===== config.mk =====
export PLATFORM = sky130hd
export DESIGN_NAME = fir_sample_reader
export DESIGN_NICKNAME = d
export VERILOG_FILES = /design/src/rtl/fir_sample_reader.sv
export SDC_FILE = /design/constraint.sdc
export NUM_CORES = 1
export LEC_CHECK = 0
export BUFFER_PORTS_ARGS = -buffer_cell sky130_fd_sc_hd__buf_2
export CORE_AREA = 2 2 80 120
export DETAILED_ROUTE_END_ITERATION = 8
export DIE_AREA = 0 0 82 122
export HOLD_SLACK_MARGIN = 0.03
export PLACE_DENSITY = 0.67
export SYNTH_ARGS = -nofsm -noshare
export SYNTH_HDL_FRONTEND = slang
export SYNTH_SLANG_ARGS = --single-unit

===== constraint.sdc =====
create_clock -name clk -period 2.67 [get_ports clk]
set_input_delay 0.1335 -clock clk [delete_from_list [all_inputs] [get_ports clk]]
set_output_delay 0.1335 -clock clk [all_outputs]
set_load 0.02 [all_outputs]

===== src/rtl/fir_sample_reader.sv =====
// Buffers 16-bit FIR output samples in a small FIFO and presents them one byte
// at a time (high byte first) on an 8-bit port. Optional macro FIR_RD_OVF_EN adds a sticky overflow flag.
module fir_sample_reader #(
  parameter int DEPTH = 4,
  localparam int LVL_W = $clog2(DEPTH) + 1
) (
  input  logic                clk,
  input  logic                rst_n,
  input  logic signed [15:0]  y_in,
  input  logic                y_valid,
  input  logic                rd_next,
`ifdef FIR_RD_OVF_EN
  input  logic                ovf_clr,
  output logic                ovf,
`endif
  output logic [7:0]          data_out,
  output logic                byte_valid,
  output logic                byte_is_hi,
  output logic [LVL_W-1:0]    level,
  output logic                full
);

  localparam int DATA_W = 16;
  localparam int PTR_W  = $clog2(DEPTH);

  typedef enum logic [1:0] {EMPTY, SHOW_HI, SHOW_LO} state_t;

  state_t                    state, state_nxt;
  logic signed [DATA_W-1:0]  mem [DEPTH];
  logic [PTR_W-1:0]          wptr, rptr, rptr_inc;
  logic [LVL_W-1:0]          level_nxt;
  logic                      push, pop, drop;
  logic [7:0]                dout_nxt;
  logic                      vld_nxt, hi_nxt;

  function automatic logic [7:0] hi_byte(input logic signed [DATA_W-1:0] w);
    return w[15:8];
  endfunction

  function automatic logic [7:0] lo_byte(input logic signed [DATA_W-1:0] w);
    return w[7:0];
  endfunction

  // The head word leaves only when its low byte is consumed. A push into a full
  // FIFO is allowed only alongside that pop, so it lands on the departing slot.
  always_comb begin
    pop      = (state == SHOW_LO) && rd_next;
    push     = y_valid && ((level != LVL_W'(DEPTH)) || pop);
    drop     = y_valid && !push;
    rptr_inc = rptr + PTR_W'(1);
    unique case ({push, pop})
      2'b10:   level_nxt = level + LVL_W'(1);
      2'b01:   level_nxt = level - LVL_W'(1);
      default: level_nxt = level;
    endcase
  end

  // Presentation decisions are based on the occupancy before this edge.
  always_comb begin
    state_nxt = state;
    dout_nxt  = data_out;
    vld_nxt   = byte_valid;
    hi_nxt    = byte_is_hi;
    unique case (state)
      EMPTY: begin
        if (level != '0) begin
          dout_nxt  = hi_byte(mem[rptr]);
          hi_nxt    = 1'b1;
          vld_nxt   = 1'b1;
          state_nxt = SHOW_HI;
        end
      end
      SHOW_HI: begin
        if (rd_next) begin
          dout_nxt  = lo_byte(mem[rptr]);
          hi_nxt    = 1'b0;
          state_nxt = SHOW_LO;
        end
      end
      SHOW_LO: begin
        if (rd_next) begin
          if (level > LVL_W'(1)) begin
            dout_nxt  = hi_byte(mem[rptr_inc]);
            hi_nxt    = 1'b1;
            state_nxt = SHOW_HI;
          end else begin
            vld_nxt   = 1'b0;
            state_nxt = EMPTY;
          end
        end
      end
      default: begin
        vld_nxt   = 1'b0;
        state_nxt = EMPTY;
      end
    endcase
  end

  // ---- registered stage: control, pointers and presented byte ----
  always_ff @(posedge clk or negedge rst_n) begin
    if (!rst_n) begin
      state      <= EMPTY;
      wptr       <= '0;
      rptr       <= '0;
      level      <= '0;
      full       <= 1'b0;
      data_out   <= 8'h00;
      byte_valid <= 1'b0;
      byte_is_hi <= 1'b0;
    end else begin
      state      <= state_nxt;
      level      <= level_nxt;
      full       <= (level_nxt == LVL_W'(DEPTH));
      data_out   <= dout_nxt;
      byte_valid <= vld_nxt;
      byte_is_hi <= hi_nxt;
      if (push) wptr <= wptr + PTR_W'(1);
      if (pop)  rptr <= rptr_inc;
    end
  end

  // Sample storage carries no reset; occupancy is tracked by level and pointers.
  always_ff @(posedge clk) begin
    if (push) mem[wptr] <= y_in;
  end

`ifdef FIR_RD_OVF_EN
  always_ff @(posedge clk or negedge rst_n) begin
    if (!rst_n)       ovf <= 1'b0;
    else if (drop)    ovf <= 1'b1;
    else if (ovf_clr) ovf <= 1'b0;
  end
`else
  logic unused_drop;
  assign unused_drop = drop;
`endif

endmodule


==> flow_summary_export.csv <==
group,metric,value,unit
clock_network,ctsResizeCount,0,
layout,nets,332,
sta,fin_setup_tns,0,ns
layout,regArea,2420,sq um
sta,layout_min_cycle_time,2.11,ns
logic_synthesis,avgSynthCellArea,16.3,sq um
setup_path,r2r_cells,6,
power_and_ir_drop,power_switching,1.79,mW
logic_synthesis,netlist_area,3910,sq um
power_and_ir_drop,seqPwrFrac,37.4,%
routing,drt_wl_total,7460,um
sta,finalSetupViolations,0,
layout,drive_above_1_share,24.0,%
routing,dr_wl_met2,4120,um
layout,synthToLayoutAreaGrowth,18.7,%
floorplanning,start_util,43.2,%
setup_path,cp_slowest_cell,"dfrtp_1",
sta,grt_setup_unrepaired,"false",
layout,post-route-util,51.3,%
setup_path,required,2.88,ns
power_and_ir_drop,peakVddDrop,0.000621,V
clock_network,cts.reportedPaths.clkPinSlew,0.06,ns
setup_path,cp_max_fo,9,
logic_synthesis,synthDistinctLibCells,39,
layout,antenna_cells,0,
layout,design_area,4640,sq um
sta,hold_violations,0,
setup_path,max_stage_delay,0.47,ns
setup_path,crit_path_end_kind,"register",
setup_path,critPathKind,"register to register",
routing,dr.pass1.iters,5,
global_route,antenna_found_initial,0,
global_route,grt_pass1_vias,2250,
clock_network,cts_tree,"built",
logic_synthesis,yosysSeqAreaShare,62.0,%
routing,highest_layer,"met4",
clock_network,cts_buffers,9,
flow_run,max-cap-violations,0,
layout,multi_input_area,1340,sq um
logic_synthesis,syn-num-nets,272,
power_and_ir_drop,cellPowerDensity,1140,nW/um^2
power_and_ir_drop,p_int,3.50,mW
place,port_buffers,33,
global_route,grt_max_degree,34,
setup_path,cp.arrival,2.33,ns
place,dpl_cell_area,4180,sq um
global_route,track_usage,16.5,%
layout,fillers,796,
sta,finalCritPeriodShare,79.1,%
sta,maxSlewHeadroom,64.0,%
logic_synthesis,synth_cells,239,
power_and_ir_drop,power_frac_comb,40.6,%
floorplanning,die-area,10000,sq um
global_route,grt_pass1_wl,11600,um
place,dp_hpwl,5160,um
logic_synthesis,synth.yosys.warnings,0,
setup_path,path_depth,6,
setup_path,crit_chain,"inv_1, ha_1, and3b_1, nor3_1, a21oi_4, mux2_2",
setup_path,critPathTopFamily,"flip-flops",
floorplanning,die_w,82,um
floorplanning,core_area,9040,sq um
sta,fmax,473,MHz
status,outcome,"complete, no violations",
place,dpl.cell_count,383,
routing,routedWlPerCell,17.9,um
sta,finalWorstSetupSlack,0.557,ns
power_and_ir_drop,p_leak,1.80,nW
place,routabilityCongestion,0.818,
clock_network,htreeDepth,3,
sta,worst_pin_slew,0.534,ns
routing,ant_nets,0,
routing,route.detailed.drc,0,
routing,vias,2236,
routing,drt_iter0_drc,175,
clock_network,cts_root_buffer,"clkbuf_16",
layout,finalNonFillerCells,416,
routing,wl_met3,225,um
logic_synthesis,ys_seq_elements,84,
routing,vias_per_cell,5.38,
sta,slew_viol_final,0,
hold_path,hold_class,"input port to register",
floorplanning,rows,43,
setup_path,cp-start-kind,"register",
clock_network,clock-sinks,84,
clock_network,clk_path_buf_depth,2,
clock_network,clk-insertion-delay-late,0.33,ns
global_route,grt_overflow,0,
floorplanning,ioPinCount,34,
hold_path,whs_path_depth,3,
sta,fin_skew,0.00583,ns
power_and_ir_drop,p_sw_share,33.9,%
place,dp_slack,0.535,ns
power_and_ir_drop,p_clk_share,22.0,%
floorplanning,fp.dieH,122,um
routing,m1WireLength,2870,um
setup_path,cp_num_buf_inv,1,
==> power groups by stage <==
stage,sequential [mW],combinational (mW),clock (mW)
3_5_place_dp,2.01,2.16,0
3_3_place_gp,1.99,2.12,0
5_1_grt,2.02,2.36,1.25
4_1_cts,1.99,2.18,1.19
2_1_floorplan,2.08,1.59,0
6_report,1.98,2.15,1.16
==> worst min-delay path: stages <==
cell and delay, ns:
buf_2 0.15, nand3_1 0.11, xnor2_1 0.06
==> area by class of cell <==
class	instances	area share, %
Clock buffer	15	6.02
Clock inverter	1	0.108
Inverter	11	0.890
Multi-Input combinational cell	133	28.9
Sequential cell	84	52.2
Tap cell	112	3.02
Timing Repair Buffer	60	8.85
==> worst paths after layout <==
path | from | endpoint | slack [ns]
max reg2reg | level[0]$_DFF_PN0_ | data_out[0]$_DFFE_PN0P_ | 0.56
min | rd_next | rptr[1]$_DFFE_PN0N_ | 0.16
max | level[0]$_DFF_PN0_ | data_out[0]$_DFFE_PN0P_ | 0.56
min in group asynchronous | rst_n | level[2]$_DFF_PN0_ | 0.28
max in group asynchronous | rst_n | byte_is_hi$_DFFE_PN0P_ | 2.06
min reg2reg | data_out[2]$_DFFE_PN0P_ | data_out[2]$_DFFE_PN0P_ | 0.50
==> stage by stage <==
stage / power, mW / hold slack, ns
6_report: 5.29 / 0.164
3_5_place_dp: 4.17 / 0.122
5_1_grt: 5.63 / 0.195
3_3_place_gp: 4.11 / 0.120
2_1_floorplan: 3.67 / -0.162
4_1_cts: 5.36 / 0.149
==> registers in the layout (all words and copies together) (netlist names) <==
name and count:
mem 64, full 1, rptr 2, data_out 8
level 3, byte_is_hi 1, wptr 2, byte_valid 1
state 2
==> cell usage after synthesis, drive strengths merged <==
master,number,area [sq um]
xnor2,4,35.0
a311oi,1,8.76
a41o,1,10.0
a2111oi,1,27.5
clkbuf,1,13.8
nand3b,1,7.51
mux2i,18,180
nor3,1,5.00
dfrtp,20,500
nand3,1,5.00
mux2,9,101
clkdlybuf4s18,1,10.0
and4b,1,10.0
o21ai,4,20.0
ha,13,163
nor2,11,41.3
and2,4,25.0
o31ai,1,7.51
edfxtp,64,1920
buf,9,80.1
nand2,13,48.8
o211a,1,10.0
inv,11,41.3
a31oi,9,56.3
o211ai,3,22.5
nand2b,1,6.26
nor3b,1,7.51
o22a,8,70.1
a21o,1,7.51
a211oi,2,15.0
a21oi,5,36.3
and3b,2,17.5
mux4,16,394
==> cell usage in the layout (no fill, tap or decap) <==
master	count
edfxtp_1	64
buf_2	33
dfrtp_1	20
mux2i_1	18
dlygate4sd3_1	17
nand2_1	13
ha_1	13
inv_1	11
nor2_1	11
clkbuf_16	10
buf_4	10
a31oi_1	9
mux4_1	9
mux2_2	9
o22a_1	8
mux4_2	7
a21oi_1	4
xnor2_1	4
o21ai_0	4
and2_1	4
clkbuf_1	4
o211ai_1	3
and3b_1	2
a211oi_1	2
a21o_1	1
and4b_1	1
a41o_1	1
a311oi_1	1
nor3b_1	1
o211a_1	1
nand2b_1	1
nor3_1	1
a2111oi_4	1
a21oi_4	1
nand3b_1	1
o31ai_1	1
nand3_1	1
clkbuf_8	1
clkinv_2	1
==> routing by layer <==
layer	vias to the layer above	global-route usage (%)
met5	-	0
met4	0	8.85
met3	16	4.00
met2	47	28.7
met1	1123	18.0
li1	1050	-
==> cells by family (layout without fill, tap and decap cells) <==
family                   Yosys count  count (layout)  share of synthesized area, %
flip-flops                        84              84                          62.0
multiplexers                      43              43                          17.3
AO/OA/AOI/OAI                     37              37                          7.46
AND/OR/NAND/NOR                   36              36                          4.45
buffers and inverters             22              87                          3.72
adder cells (fa/ha/maj)           13              13                          4.16
XOR/XNOR                           4               4                         0.897
==> repair_timing <==
action	in CTS	in global routing
hold endpoints to repair	84	0
hold buffers	17	0
setup buffers	0	0
Power figures use the tool's default switching activity.
